**src/rtl/attn_seq_controller_pkg.sv**
```systemverilog
// attn_seq_controller shared types and defaults
package attn_seq_controller_pkg;
  localparam int COL_DEF = 8;
  localparam int TOTAL_CYCLE_DEF = 8;
  localparam int ADDR_W_DEF = 4;
  localparam int NUM_BLK_DEF = 1;

  typedef enum logic [2:0] {
    IDLE, KWR, LOAD, EXEC, SFU, DONE
  } state_t;
endpackage

```
**src/rtl/attn_seq_controller_seq_addr_cnt.sv**
```systemverilog
// Loadable, enable-gated wrapping address counter
module seq_addr_cnt
  import attn_seq_controller_pkg::*;
#(
  parameter int W = ADDR_W_DEF
) (
  input  logic         clk,
  input  logic         reset,
  input  logic         ld,
  input  logic [W-1:0] d,
  input  logic         en,
  output logic [W-1:0] q
);
  always_ff @(posedge clk or posedge reset) begin
    if (reset) q <= '0;
    else if (ld) q <= d;
    else if (en) q <= q + W'(1);
  end
endmodule

```
**src/rtl/attn_seq_controller.sv**
```systemverilog
// Attention-array sequencer: K write, K/Q load, execute, SFU drain
module attn_seq_controller
  import attn_seq_controller_pkg::*;
#(
  parameter int COL         = COL_DEF,
  parameter int TOTAL_CYCLE = TOTAL_CYCLE_DEF,
  parameter int ADDR_W      = ADDR_W_DEF,
  parameter int NUM_BLK     = NUM_BLK_DEF
) (
  input  logic              clk,
  input  logic              reset,
  input  logic              start,
  input  logic              ofifo_valid,
  output logic              kmem_wr,
  output logic              kmem_rd,
  output logic              qmem_wr,
  output logic              qmem_rd,
  output logic              pmem_wr,
  output logic [ADDR_W-1:0] kmem_add,
  output logic [ADDR_W-1:0] qmem_add,
  output logic [ADDR_W-1:0] pmem_add,
  output logic              load,
  output logic              execute,
  output logic              sfu_acc,
  output logic              sfu_div,
  output logic              ofifo_rd,
  output logic [7:0]        blk_idx,
  output logic              busy,
  output logic              done
);
  localparam int CW = ADDR_W + 1;
  localparam logic [CW-1:0] COL_LAST = CW'(COL - 1);
  localparam logic [CW-1:0] T_LAST = CW'(TOTAL_CYCLE - 1);
  localparam logic [CW-1:0] T_LEN = CW'(TOTAL_CYCLE);
  localparam logic [7:0] BLK_LAST = 8'(NUM_BLK - 1);

  state_t state;
  logic [CW-1:0] cnt;
  logic [CW-1:0] rd_cnt;
  logic [CW-1:0] wr_cnt;
  logic k_ld, k_en, q_ld, q_en, p_ld, p_en, p_last;
  logic [ADDR_W-1:0] base, p_d;

  assign ofifo_rd = sfu_acc & ofifo_valid & (rd_cnt < T_LEN);
  assign base = ADDR_W'(blk_idx * TOTAL_CYCLE);

  assign k_ld = (state == KWR || state == LOAD) && cnt == COL_LAST;
  assign k_en = state == KWR || (state == LOAD && cnt < COL_LAST);
  assign q_ld = (state == LOAD || state == EXEC) && cnt == T_LAST;
  assign q_en = state == LOAD || state == EXEC;
  assign p_last = state == SFU && pmem_wr && wr_cnt == T_LAST;
  assign p_ld = (state == EXEC && cnt == T_LAST) || p_last;
  assign p_d = p_last ? '0 : base;
  assign p_en = state == SFU && pmem_wr;

  seq_addr_cnt #(.W(ADDR_W)) u_kcnt (
    .clk(clk), .reset(reset), .ld(k_ld),
    .d('0), .en(k_en), .q(kmem_add)
  );
  seq_addr_cnt #(.W(ADDR_W)) u_qcnt (
    .clk(clk), .reset(reset), .ld(q_ld),
    .d('0), .en(q_en), .q(qmem_add)
  );
  seq_addr_cnt #(.W(ADDR_W)) u_pcnt (
    .clk(clk), .reset(reset), .ld(p_ld),
    .d(p_d), .en(p_en), .q(pmem_add)
  );

  always_ff @(posedge clk or posedge reset) begin
    if (reset) begin
      state <= IDLE;
      cnt <= '0;
      rd_cnt <= '0;
      wr_cnt <= '0;
      blk_idx <= '0;
      kmem_wr <= 1'b0;
      kmem_rd <= 1'b0;
      qmem_wr <= 1'b0;
      qmem_rd <= 1'b0;
      pmem_wr <= 1'b0;
      load <= 1'b0;
      execute <= 1'b0;
      sfu_acc <= 1'b0;
      sfu_div <= 1'b0;
      busy <= 1'b0;
      done <= 1'b0;
    end else begin
      pmem_wr <= ofifo_rd;
      unique case (state)
        IDLE, DONE: begin
          if (start) begin
            state <= KWR;
            cnt <= '0;
            blk_idx <= '0;
            kmem_wr <= 1'b1;
            busy <= 1'b1;
            done <= 1'b0;
          end
        end
        KWR: begin
          if (cnt == COL_LAST) begin
            state <= LOAD;
            cnt <= '0;
            kmem_wr <= 1'b0;
            qmem_wr <= 1'b1;
            kmem_rd <= 1'b1;
            load <= 1'b1;
          end else begin
            cnt <= cnt + CW'(1);
          end
        end
        LOAD: begin
          if (cnt == COL_LAST) begin
            kmem_rd <= 1'b0;
            load <= 1'b0;
          end
          if (cnt == T_LAST) begin
            state <= EXEC;
            cnt <= '0;
            qmem_wr <= 1'b0;
            qmem_rd <= 1'b1;
            execute <= 1'b1;
          end else begin
            cnt <= cnt + CW'(1);
          end
        end
        EXEC: begin
          if (cnt == T_LAST) begin
            state <= SFU;
            cnt <= '0;
            rd_cnt <= '0;
            wr_cnt <= '0;
            qmem_rd <= 1'b0;
            execute <= 1'b0;
            sfu_acc <= 1'b1;
            sfu_div <= 1'b1;
          end else begin
            cnt <= cnt + CW'(1);
          end
        end
        SFU: begin
          if (ofifo_rd) rd_cnt <= rd_cnt + CW'(1);
          if (pmem_wr) wr_cnt <= wr_cnt + CW'(1);
          // last write of the block closes SFU
          if (p_last) begin
            sfu_acc <= 1'b0;
            sfu_div <= 1'b0;
            if (blk_idx != BLK_LAST) begin
              blk_idx <= blk_idx + 8'd1;
              state <= KWR;
              cnt <= '0;
              kmem_wr <= 1'b1;
            end else begin
              state <= DONE;
              busy <= 1'b0;
              done <= 1'b1;
            end
          end
        end
        default: state <= IDLE;
      endcase
    end
  end
endmodule
```
**config.mk**
```make
export PLATFORM = sky130hd
export DESIGN_NAME = attn_seq_controller
export DESIGN_NICKNAME = d
export VERILOG_FILES = /design/src/rtl/attn_seq_controller_pkg.sv /design/src/rtl/attn_seq_controller_seq_addr_cnt.sv /design/src/rtl/attn_seq_controller.sv
export SDC_FILE = /design/constraint.sdc
export NUM_CORES = 1
export LEC_CHECK = 0
export BUFFER_PORTS_ARGS = -buffer_cell sky130_fd_sc_hd__buf_2
export CORE_ASPECT_RATIO = 1.4
export CORE_UTILIZATION = 40
export DETAILED_ROUTE_END_ITERATION = 8
export PLACE_DENSITY = 0.7
export SKIP_LAST_GASP = 1
export SYNTH_ARGS = -nofsm -noshare
export SYNTH_HDL_FRONTEND = slang
export SYNTH_SLANG_ARGS = --single-unit
```
**constraint.sdc**
```tcl
create_clock -name clk -period 2.3 [get_ports clk]
set_input_delay 0.345 -clock clk [delete_from_list [all_inputs] [get_ports clk]]
set_output_delay 0.345 -clock clk [all_outputs]
set_load 0.02 [all_outputs]
```
==> impl_metrics.env <==
export IMPL_vias=2316
export IMPL_syn_num_nets=298
export IMPL_die_h_um=96.87
export IMPL_switching_share_pct=20.50
export IMPL_finalSetupViolations=0
export IMPL_yosys_area_share_simple_pct=23.21
export IMPL_p_clk_share_pct=43.7
export IMPL_drt_initial_drc_count=110
export IMPL_synth_compound_area_share_pct=19.95
export IMPL_sequentialPowerShare_pct=54.6
export IMPL_timing_hold_ws_ns=0.1296
export IMPL_synth_xor_area_share_pct=2.384
export IMPL_clock_skew_ns=0.008662
export IMPL_portBuffers=35
export IMPL_die_x_um=69.76
export IMPL_power_share_combinational_pct=1.7
export IMPL_layout_nets=337
export IMPL_cts_resized=0
export IMPL_crit_required_ns=2.46
export IMPL_cts_tree="done"
export IMPL_synth_cell_types=56
export IMPL_drv_slew=0
export IMPL_cap_violations=0
export IMPL_viasPerCell=5.819
export IMPL_drive_above_1_share_pct=18.71
export IMPL_ant_nets=0
export IMPL_grt_antenna_before_repair=0
export IMPL_final_setup_tns_ns=0
export IMPL_yosysTopAreaCell="dfrtp_1"
export IMPL_fin_crit_ns=1.995
export IMPL_synth_top_family_by_area="simple AND/OR/NAND/NOR gates"
export IMPL_initial_core_util_pct=41.40
export IMPL_min_path_type="primary input to asynchronous set/reset pin"
export IMPL_ctsLongestPathBuffers=2
export IMPL_grt_overflow=0
export IMPL_ys_ff_latch=45
export IMPL_cts_setup_buffers=0
export IMPL_period_share_pct=86.73
export IMPL_netlist_area_mm2=0.002571
export IMPL_dp_final_hpwl_um=4301
export IMPL_ctsHoldBuffers=0
export IMPL_grt_pass1_wl_um=10330
export IMPL_core_mm2=0.006211
export IMPL_clock_fmax_ghz=0.5013
export IMPL_final_common_cell="dfrtp_1"
export IMPL_gp_congestion=0.8133
export IMPL_ctsRootBufferMaster="clkbuf_8"
export IMPL_synthMuxAreaShare_pct=1.606
export IMPL_track_usage_pct=18.73
export IMPL_power_density_mw_per_mm2=487.7
export IMPL_synth_top_area_share_pct=43.80
export IMPL_pin_count=36
export IMPL_area_growth_pct=15.38
export IMPL_synth_cells=286
export IMPL_die_area_mm2=0.006757
export IMPL_synth_top_cells_by_area="dfrtp_1 44%, o21ai_0 4.3%, nand2_1 4.2%"
export IMPL_p_int_mw=1.150
export IMPL_numCtsBuffers=5
export IMPL_synth_area_per_cell_um2=8.990
export IMPL_p_switching_mw=0.2966
export IMPL_grt_max_degree=31
export IMPL_synth_flop_cell="dfrtp_1"
export IMPL_yosysSeqAreaShare_pct=43.80
export IMPL_start_kind="register"
export IMPL_rsz0062_at_grt="no"
export IMPL_criticalPathCategory="register to register"
export IMPL_final_cell_mix="45 x dfrtp_1, 35 x buf_2, 29 x nand2_1"
export IMPL_synth_edf_count=0
export IMPL_drt_total_wl_um=6184
export IMPL_status="complete, no violations"
export IMPL_drt_wirelength_per_cell_um=15.54
export IMPL_path_clk_slew_ns=0.08
export IMPL_cts_sinks=45
export IMPL_power_leakage_nw=1.413
export IMPL_async_reset_ff_share_pct=100.0
export IMPL_clk_latency_ns=0.30
export IMPL_cts_htree_levels=2
export IMPL_diodes=0
export IMPL_std_cell_rows=34
export IMPL_cp_max_fo=6
export IMPL_synthAdderAreaFrac_pct=3.893
export IMPL_yosys_warnings=0
export IMPL_slew_headroom_pct=48.42
export IMPL_cp_end_kind="register"
export IMPL_drc_errors=0
export IMPL_ir_worst_vdd_uv=215.5
export IMPL_worstPathArrival_ns=2.15
export IMPL_first_pass_iters=5
export IMPL_grt_pass1_vias=2217
export IMPL_worst_pin_slew_ns=0.7666
export IMPL_hold_viol_final=0
final cells by class:
class                      count  area (µm²)
sequential                    45        1126
timing repair buffer          48       272.8
clock buffer                   7       86.33
multi-input combinational    212        1313
fill                         596        3244
tap                           72       90.09
inverter                      13       48.80
clock inverter                 1       30.03
stage by stage:
stage	cells	setup slack [ns]	power (mW)	cell area [µm²]	utilization, %
after global routing	398	0.1651	1.497	2967	47.76
after detailed placement	390	0.3450	0.8323	2850	45.89
after global placement	390	0.4125	0.8316	2850	45.89
after floorplan	286	0.2849	0.8210	2571	-
final	398	0.3052	1.447	2967	47.76
after CTS	398	0.3210	1.460	2967	47.76
per-layer routing:
metal | track usage [%] | vias up | wire length [µm]
li1 | - | 1118 | -
met1 | 23.22 | 1119 | 2700
met2 | 31.29 | 65 | 3076
met3 | 3.333 | 14 | 237
met4 | 8.615 | 0 | 169
met5 | 0 | - | 0
worst max-delay path, stage by stage (launching register included):
cell and delay (ns):
dfrtp_1 0.42, or3b_1 0.47, or3_4 0.40, o21ai_1 0.42
a31oi_1 0.16
final timing paths:
kind                                             from                      end  slack (ns)  cells past startpoint
min in group clk                          ofifo_valid        pmem_wr$_DFF_PP0_        0.45                      3
max in group asynchronous                       reset  u_qcnt.q[2]$_DFFE_PP0P_        1.59                      3
worst min register to register       busy$_DFFE_PP0P_         busy$_DFFE_PP0P_        0.49                      1
worst max-delay path            wr_cnt[4]$_DFFE_PP0P_       cnt[0]$_DFFE_PP0P_        0.31                      4
worst min-delay path                            reset  u_pcnt.q[0]$_DFFE_PP0P_        0.13                      2
worst max register to register  wr_cnt[4]$_DFFE_PP0P_       cnt[0]$_DFFE_PP0P_        0.31                      4
cells in the mapped netlist, types with 2 or more instances:
library cell and n:
and3_1 5, a31oi_1 6, inv_1 12, o31ai_1 2, nand2b_1 5, nand4_1 6
a22oi_1 3, dfrtp_1 45, a21o_1 2, ha_1 8, and2_1 2, o21ai_0 22
mux2i_1 3, nor3_1 10, xor2_1 6, nand3_1 12, nor4b_1 2, o211ai_1 6
nor4_1 2, a211oi_1 2, buf_4 4, nand3b_1 2, a2bb2oi_1 3, a22o_1 4
a21oi_1 18, nor4bb_1 2, or3b_1 2, a221oi_1 2, clkbuf_1 9, nor2b_1 3
nor2_1 23, nand2_1 29
power by group through the flow:
stage	combinational [mW]	clock [mW]	sequential (mW)
6_report	0.0247	0.632	0.790
5_1_grt	0.0290	0.677	0.790
4_1_cts	0.0262	0.643	0.790
3_5_place_dp	0.0262	0	0.806
3_3_place_gp	0.0255	0	0.806
2_1_floorplan	0.0149	0	0.806
state kept, by name (all words and copies together), names as in the netlist, 3 cells and up:
name and cells:
blk_idx 8, cnt 5, rd_cnt 5, state 3
u_kcnt.q 4, u_pcnt.q 4, u_qcnt.q 4, wr_cnt 5
kinds of logic (layout without fill, tap and decap cells):
kind of cell | Yosys count | after routing
flops | 45 | 45
buf+inv | 29 | 69
xor+xnor | 7 | 7
mux | 4 | 4
fa+ha+maj | 8 | 8
compound gates | 80 | 80
simple gates | 113 | 113
No activity file was read; power rests on OpenSTA's default activity.
